## src/rtl/regbank_write_port.sv

```systemverilog
// Register bank write port fed by toggle-signalled write events from writeback.
// Two registered read ports, PC (r15) and CPSR visibility.
// Optional build macro REGBANK_WR_BYPASS_EN: a read of the index being committed on the
// same edge returns the new data instead of the pre-write value.
module regbank_write_port #(
  parameter int unsigned       DATA_W     = 32,
  parameter int unsigned       NUM_REGS   = 16,
  parameter logic [DATA_W-1:0] CPSR_RESET = 32'h000000D3
) (
  input  logic              clk,
  input  logic              reset,
  input  logic [DATA_W-1:0] dataIn,
  input  logic [3:0]        addrIn,
  input  logic [DATA_W-1:0] cpsrIn,
  input  logic              triggerIn,
  output logic              ackOut,
  output logic              busyOut,
  input  logic              rdEn,
  input  logic [3:0]        rdAddr1,
  input  logic [3:0]        rdAddr2,
  output logic [DATA_W-1:0] rdData1,
  output logic [DATA_W-1:0] rdData2,
  output logic              rdValid,
  output logic [DATA_W-1:0] cpsrOut,
  output logic [DATA_W-1:0] pcOut,
  output logic              pcWriteOut
);

  localparam int unsigned PcIdx = 15;

  typedef enum logic [1:0] {StIdle, StCapture, StCommit} state_e;

  state_e            state_q, state_d;
  logic              trig_s1_q, trig_s2_q, trig_acc_q;
  logic [DATA_W-1:0] hold_data_q, hold_cpsr_q;
  logic [3:0]        hold_addr_q;
  logic [DATA_W-1:0] regs_q [NUM_REGS];
  logic [DATA_W-1:0] cpsr_q;
  logic              ack_q, pc_write_q;
  logic [DATA_W-1:0] rd_data1_q, rd_data2_q;
  logic              rd_valid_q;

  logic              pending;
  logic              capture_en;
  logic              commit_en;
  logic [DATA_W-1:0] rd_val1, rd_val2;

  // Each level change of the synchronised trigger not yet accepted is one request.
  assign pending = trig_s2_q ^ trig_acc_q;

  // Next-state decode; capture and commit strobes follow the state transitions.
  always_comb begin
    state_d    = state_q;
    capture_en = 1'b0;
    commit_en  = 1'b0;
    case (state_q)
      StIdle: begin
        if (pending) begin
          state_d    = StCapture;
          capture_en = 1'b1;
        end
      end
      StCapture: begin
        // The write lands on this edge, giving the 4-edge trigger-to-ack latency;
        // COMMIT is the cycle in which the committed result (and pcWriteOut) is visible.
        state_d   = StCommit;
        commit_en = 1'b1;
      end
      StCommit: begin
        state_d = StIdle;
      end
      default: begin
        state_d = StIdle;
      end
    endcase
  end

  // Synchroniser, accepted-level flop, FSM state and holding registers.
  always_ff @(posedge clk) begin
    if (!reset) begin
      trig_s1_q   <= 1'b0;
      trig_s2_q   <= 1'b0;
      trig_acc_q  <= 1'b0;
      state_q     <= StIdle;
      hold_data_q <= '0;
      hold_cpsr_q <= '0;
      hold_addr_q <= '0;
    end else begin
      trig_s1_q <= triggerIn;
      trig_s2_q <= trig_s1_q;
      state_q   <= state_d;
      if (capture_en) begin
        trig_acc_q  <= trig_s2_q;
        hold_data_q <= dataIn;
        hold_cpsr_q <= cpsrIn;
        hold_addr_q <= addrIn;
      end
    end
  end

  // Commit: register write, CPSR update, ack toggle and PC-write strobe.
  always_ff @(posedge clk) begin
    if (!reset) begin
      for (int i = 0; i < NUM_REGS; i++) begin
        regs_q[i] <= '0;
      end
      cpsr_q     <= CPSR_RESET;
      ack_q      <= 1'b0;
      pc_write_q <= 1'b0;
    end else begin
      pc_write_q <= commit_en && (hold_addr_q == 4'd15);
      if (commit_en) begin
        regs_q[hold_addr_q] <= hold_data_q;
        cpsr_q              <= hold_cpsr_q;
        ack_q               <= ~ack_q;
      end
    end
  end

`ifdef REGBANK_WR_BYPASS_EN
  // Forward the data being committed this edge to a read of the same index.
  always_comb begin
    rd_val1 = regs_q[rdAddr1];
    rd_val2 = regs_q[rdAddr2];
    if (commit_en && (hold_addr_q == rdAddr1)) rd_val1 = hold_data_q;
    if (commit_en && (hold_addr_q == rdAddr2)) rd_val2 = hold_data_q;
  end
`else
  // Reads see the pre-write contents on a same-edge collision.
  always_comb begin
    rd_val1 = regs_q[rdAddr1];
    rd_val2 = regs_q[rdAddr2];
  end
`endif

  // Registered read ports; data holds its last value when rdEn is low.
  always_ff @(posedge clk) begin
    if (!reset) begin
      rd_data1_q <= '0;
      rd_data2_q <= '0;
      rd_valid_q <= 1'b0;
    end else begin
      rd_valid_q <= rdEn;
      if (rdEn) begin
        rd_data1_q <= rd_val1;
        rd_data2_q <= rd_val2;
      end
    end
  end

  assign ackOut     = ack_q;
  assign busyOut    = (state_q != StIdle);
  assign rdData1    = rd_data1_q;
  assign rdData2    = rd_data2_q;
  assign rdValid    = rd_valid_q;
  assign cpsrOut    = cpsr_q;
  assign pcOut      = regs_q[PcIdx];
  assign pcWriteOut = pc_write_q;

endmodule

```

## config.mk

```make
export PLATFORM = sky130hd
export DESIGN_NAME = regbank_write_port
export DESIGN_NICKNAME = d
export VERILOG_FILES = /design/src/rtl/regbank_write_port.sv
export SDC_FILE = /design/constraint.sdc
export NUM_CORES = 1
export LEC_CHECK = 0
export ABC_AREA = 1
export CAP_MARGIN = 15
export CORE_MARGIN = 2
export CORE_UTILIZATION = 25
export CTS_CLUSTER_DIAMETER = 120
export DETAILED_ROUTE_END_ITERATION = 16
export DONT_BUFFER_PORTS = 1
export SKIP_LAST_GASP = 1
export SLEW_MARGIN = 20
export SYNTH_ARGS = -nofsm -noshare
export SYNTH_HDL_FRONTEND = slang
export SYNTH_SLANG_ARGS = --single-unit
export TNS_END_PERCENT = 10
```

## constraint.sdc

```tcl
create_clock -name clk -period 3.52 [get_ports clk]
set_input_delay 1.056 -clock clk [delete_from_list [all_inputs] [get_ports clk]]
set_output_delay 1.056 -clock clk [all_outputs]
set_load 0.005 [all_outputs]
```

==> summary.txt <==
Run status
  – Outcome: completed

Critical path
  – CP max stage cell: inv_6
  – RR Startpoint: state_q[1]
  – Setup crit start kind: input port
  – Worst endpoint data arrival time: 3.15 ns
  – CP max stage delay: 0.52 ns
  – Crit Path Category: in -> reg
  – Worst r2r dst: regs_q[14][16]
  – Cell repeated most along the worst path: nand2_1
  – Reg2reg path depth: 8
  – CP cell instances: inv_6 > buf_4 > nand2_1 > nand3_1 > nand3_1 > nand2_1 > nand2_1 > nand3_1 > nand2_1 > inv_1
  – Flop-to-flop setup slack: 1.27 ns
  – Worst EP required: 4.12 ns
  – Crit path from: rdAddr1[0]
  – Crit-path max FO: 257
  – CP Capture Type: flip-flop

Timing
  – RSZ-0062 raised after global routing: false
  – Max Freq: 0.392 GHz
  – Setup TNS: 0 ns
  – Final setup fails: 0
  – Max Slew Vio Count: 0
  – Setup Skew: 0.0385 ns
  – Fin crit period: 2.55 ns
  – Final number of hold-violating endpoints: 0
  – Period utilization: 0.724
  – Worst slew pin tran: 0.972 ns
  – Hold_ws: 0.408 ns
  – Slew margin rel.: 0.352

Drt
  – DR vias/cell: 5.00
  – Antenna-violating nets left: 0
  – Max layer used: met5
  – Met2 WL post-DR: 55200 um
  – Number of DRC markers in iteration 0: 4003
  – First-pass DRT Iterations: 8
  – Final WL: 121000 um
  – DR DRC count: 0
  – Drt wl/cell: 20.6 um
  – Met3 routed wirelength: 14100 um
  – Via count: 29.5k
  – DRT met1 WL: 46900 um

Yosys
  – Top cells by count, synth: nand2_1, nand3_1, nor2_1
  – Area of the mapped netlist: 33600 sq um
  – Number of synthesized register bits: 684
  – Top FF cell, synth: edfxtp_1
  – Leading area contributor after synthesis: edfxtp_1
  – Synth warn: 0
  – Post-Syn Instances: 4257
  – Async set-reset flop share out of synthesis: 0
  – Syn nets: 4337
  – Mean Syn Cell Area: 7.90 sq um
  – EDFF count, synth: 512
  – Synth unique cells: 18
  – Seq/Total Area, Yosys: 0.560
  – Most numerous cell in the Yosys netlist: nand2_1
  – Share of the synthesized area in the top cell type: 0.457
  – Ranking of synthesized cells by area: edfxtp_1, nand2_1, nand3_1

CTS
  – Num CTS Buffers: 70
  – H-tree levels: 3
  – Worst-Skew Late Latency: 0.66 ns
  – Clock root buffer: clkbuf_16
  – Worst-path clk slew: 0.06 ns
  – Post-CTS sizing: 0
  – Hold_buf cts: 0
  – Setup bufs post-CTS: 0
  – Clock sink count: 684
  – TritonCTS clock tree: yes
  – Clock Path Buffers: 3

Placement
  – Placed Area: 35300 sq um
  – Hpwl dp: 70000 um
  – Gpl congestion: 0.820
  – PortBufs: 0

Power
  – Worst ir drop on vdd: 0.352 mV
  – P_sw: 4.90 mW
  – Int Power: 13.8 mW
  – Leakage: 14.5 nW
  – Clk pwr share: 0.405
  – Combinational share of power: 0.098
  – P per Cell Area: 497 nW/um^2
  – Sequential power share: 0.497
  – Switch share: 0.262

Finish
  – Synth-to-layout area growth: 11.9%
  – Util after Layout: 0.282
  – Share of layout cells above drive strength 1: 0.0488
  – Diodes inserted: 0
  – Finished Cell Area: 37600 sq um
  – Fillers: 14.3k
  – Register Area: 18800 sq um
  – Area of the multi-input gates: 12900 sq um
  – Nets: 4141

Die
  – Die Ht: 371 um
  – Site Rows: 134
  – IO Pins: 212
  – Core box area: 133000 sq um
  – Die Width: 371 um
  – Die Footprint: 137000 sq um
  – Starting Density: 0.252

Global routing
  – Largest net degree at the start of global routing: 258
  – First-pass GRT wire length: 177000 um
  – Vias in the first global route: 27.5k
  – Total GRT Usage: 0.170
  – Antenna violations before repair: 4
  – Global route overflow: 0

Hold path
  – Worst Hold Class: reg -> reg
  – Hold Crit Start: trig_s1_q
  – Hold depth: 2
  – Hold endpoint: trig_s2_q

Run
  – Max Cap Viol: 0
==> area by class of cell <==
type | count | area share
clock inverters | 28 | 0.00489
flip-flops and latches | 684 | 0.500
repair buffers | 76 | 0.0212
inverters | 145 | 0.0149
well taps | 1768 | 0.0588
multi-input cells | 3084 | 0.344
clock buffers | 102 | 0.0564
==> state kept, by name, summed over array words and instances, names as in the netlist <==
name         cells
rdData2         32
trig_acc_q       1
hold_addr_q      4
regs_q         512
rdData1         32
hold_data_q     32
hold_cpsr_q     32
state_q          2
trig_s2_q        1
cpsrOut         32
pcWriteOut       1
trig_s1_q        1
ackOut           1
rdValid          1
==> metrics by stage <==
| stage | setup slack, ns | instances | power, mW |
|---|---|---|---|
| after floorplan | 0.610 | 4257 | 10.7 |
| after global placement | 0.720 | 5757 | 11.3 |
| after detailed placement | 0.747 | 5757 | 11.3 |
| after CTS | 1.09 | 5887 | 18.8 |
| after global routing | 1.09 | 5887 | 19.4 |
| final | 0.970 | 5887 | 18.7 |
==> worst max-delay path: cells and delay by family <==
kind,cells,cell delay (ns)
simple gates,7,0.65
buf+inv,3,1.06
==> layout by cell type (no fill, tap or decap), drive strengths merged <==
| master | synthesis | routed |
|---|---|---|
| buf | 78 | 76 |
| inv | 113 | 114 |
| nand2 | 1388 | 1388 |
| bufinv | 0 | 1 |
| nand3 | 838 | 838 |
| dfxtp | 172 | 172 |
| nor3 | 4 | 4 |
| edfxtp | 512 | 512 |
| a21oi | 95 | 95 |
| nor2 | 663 | 663 |
| clkbuf | 266 | 102 |
| o21ai | 96 | 96 |
| clkinv | 32 | 57 |
| clkinvlp | 0 | 1 |
==> metal layers <==
metal,vias up,global-route usage
li1,13600,-
met1,13800,0.221
met2,1758,0.266
met3,313,0.0450
met4,8,0.0729
met5,-,0
==> power by group through the flow <==
stage	clock network (mW)	logic (mW)	registers, mW
floorplan	0	1.37	9.35
global placement	0	1.80	9.47
detailed placement	0	1.82	9.47
CTS	7.69	1.83	9.30
global route	8.01	2.02	9.34
finish	7.57	1.84	9.30
==> worst max path at each step <==
stage	end	cells after the start
after floorplan	regs_q[15][0]	7
final	rdData1[14]	10
after CTS	busyOut	2
after detailed placement	rdData1[30]	10
after global routing	busyOut	2
after global placement	rdData1[30]	10
==> logic make-up (layout without fill, tap and decap cells) <==
family | after synthesis | after routing | synth area share
simple gates | 2893 | 2893 | 0.356
flops | 684 | 684 | 0.560
buf+inv | 489 | 351 | 0.0557
compound gates | 191 | 191 | 0.0284
Power figures use the tool's default switching activity.
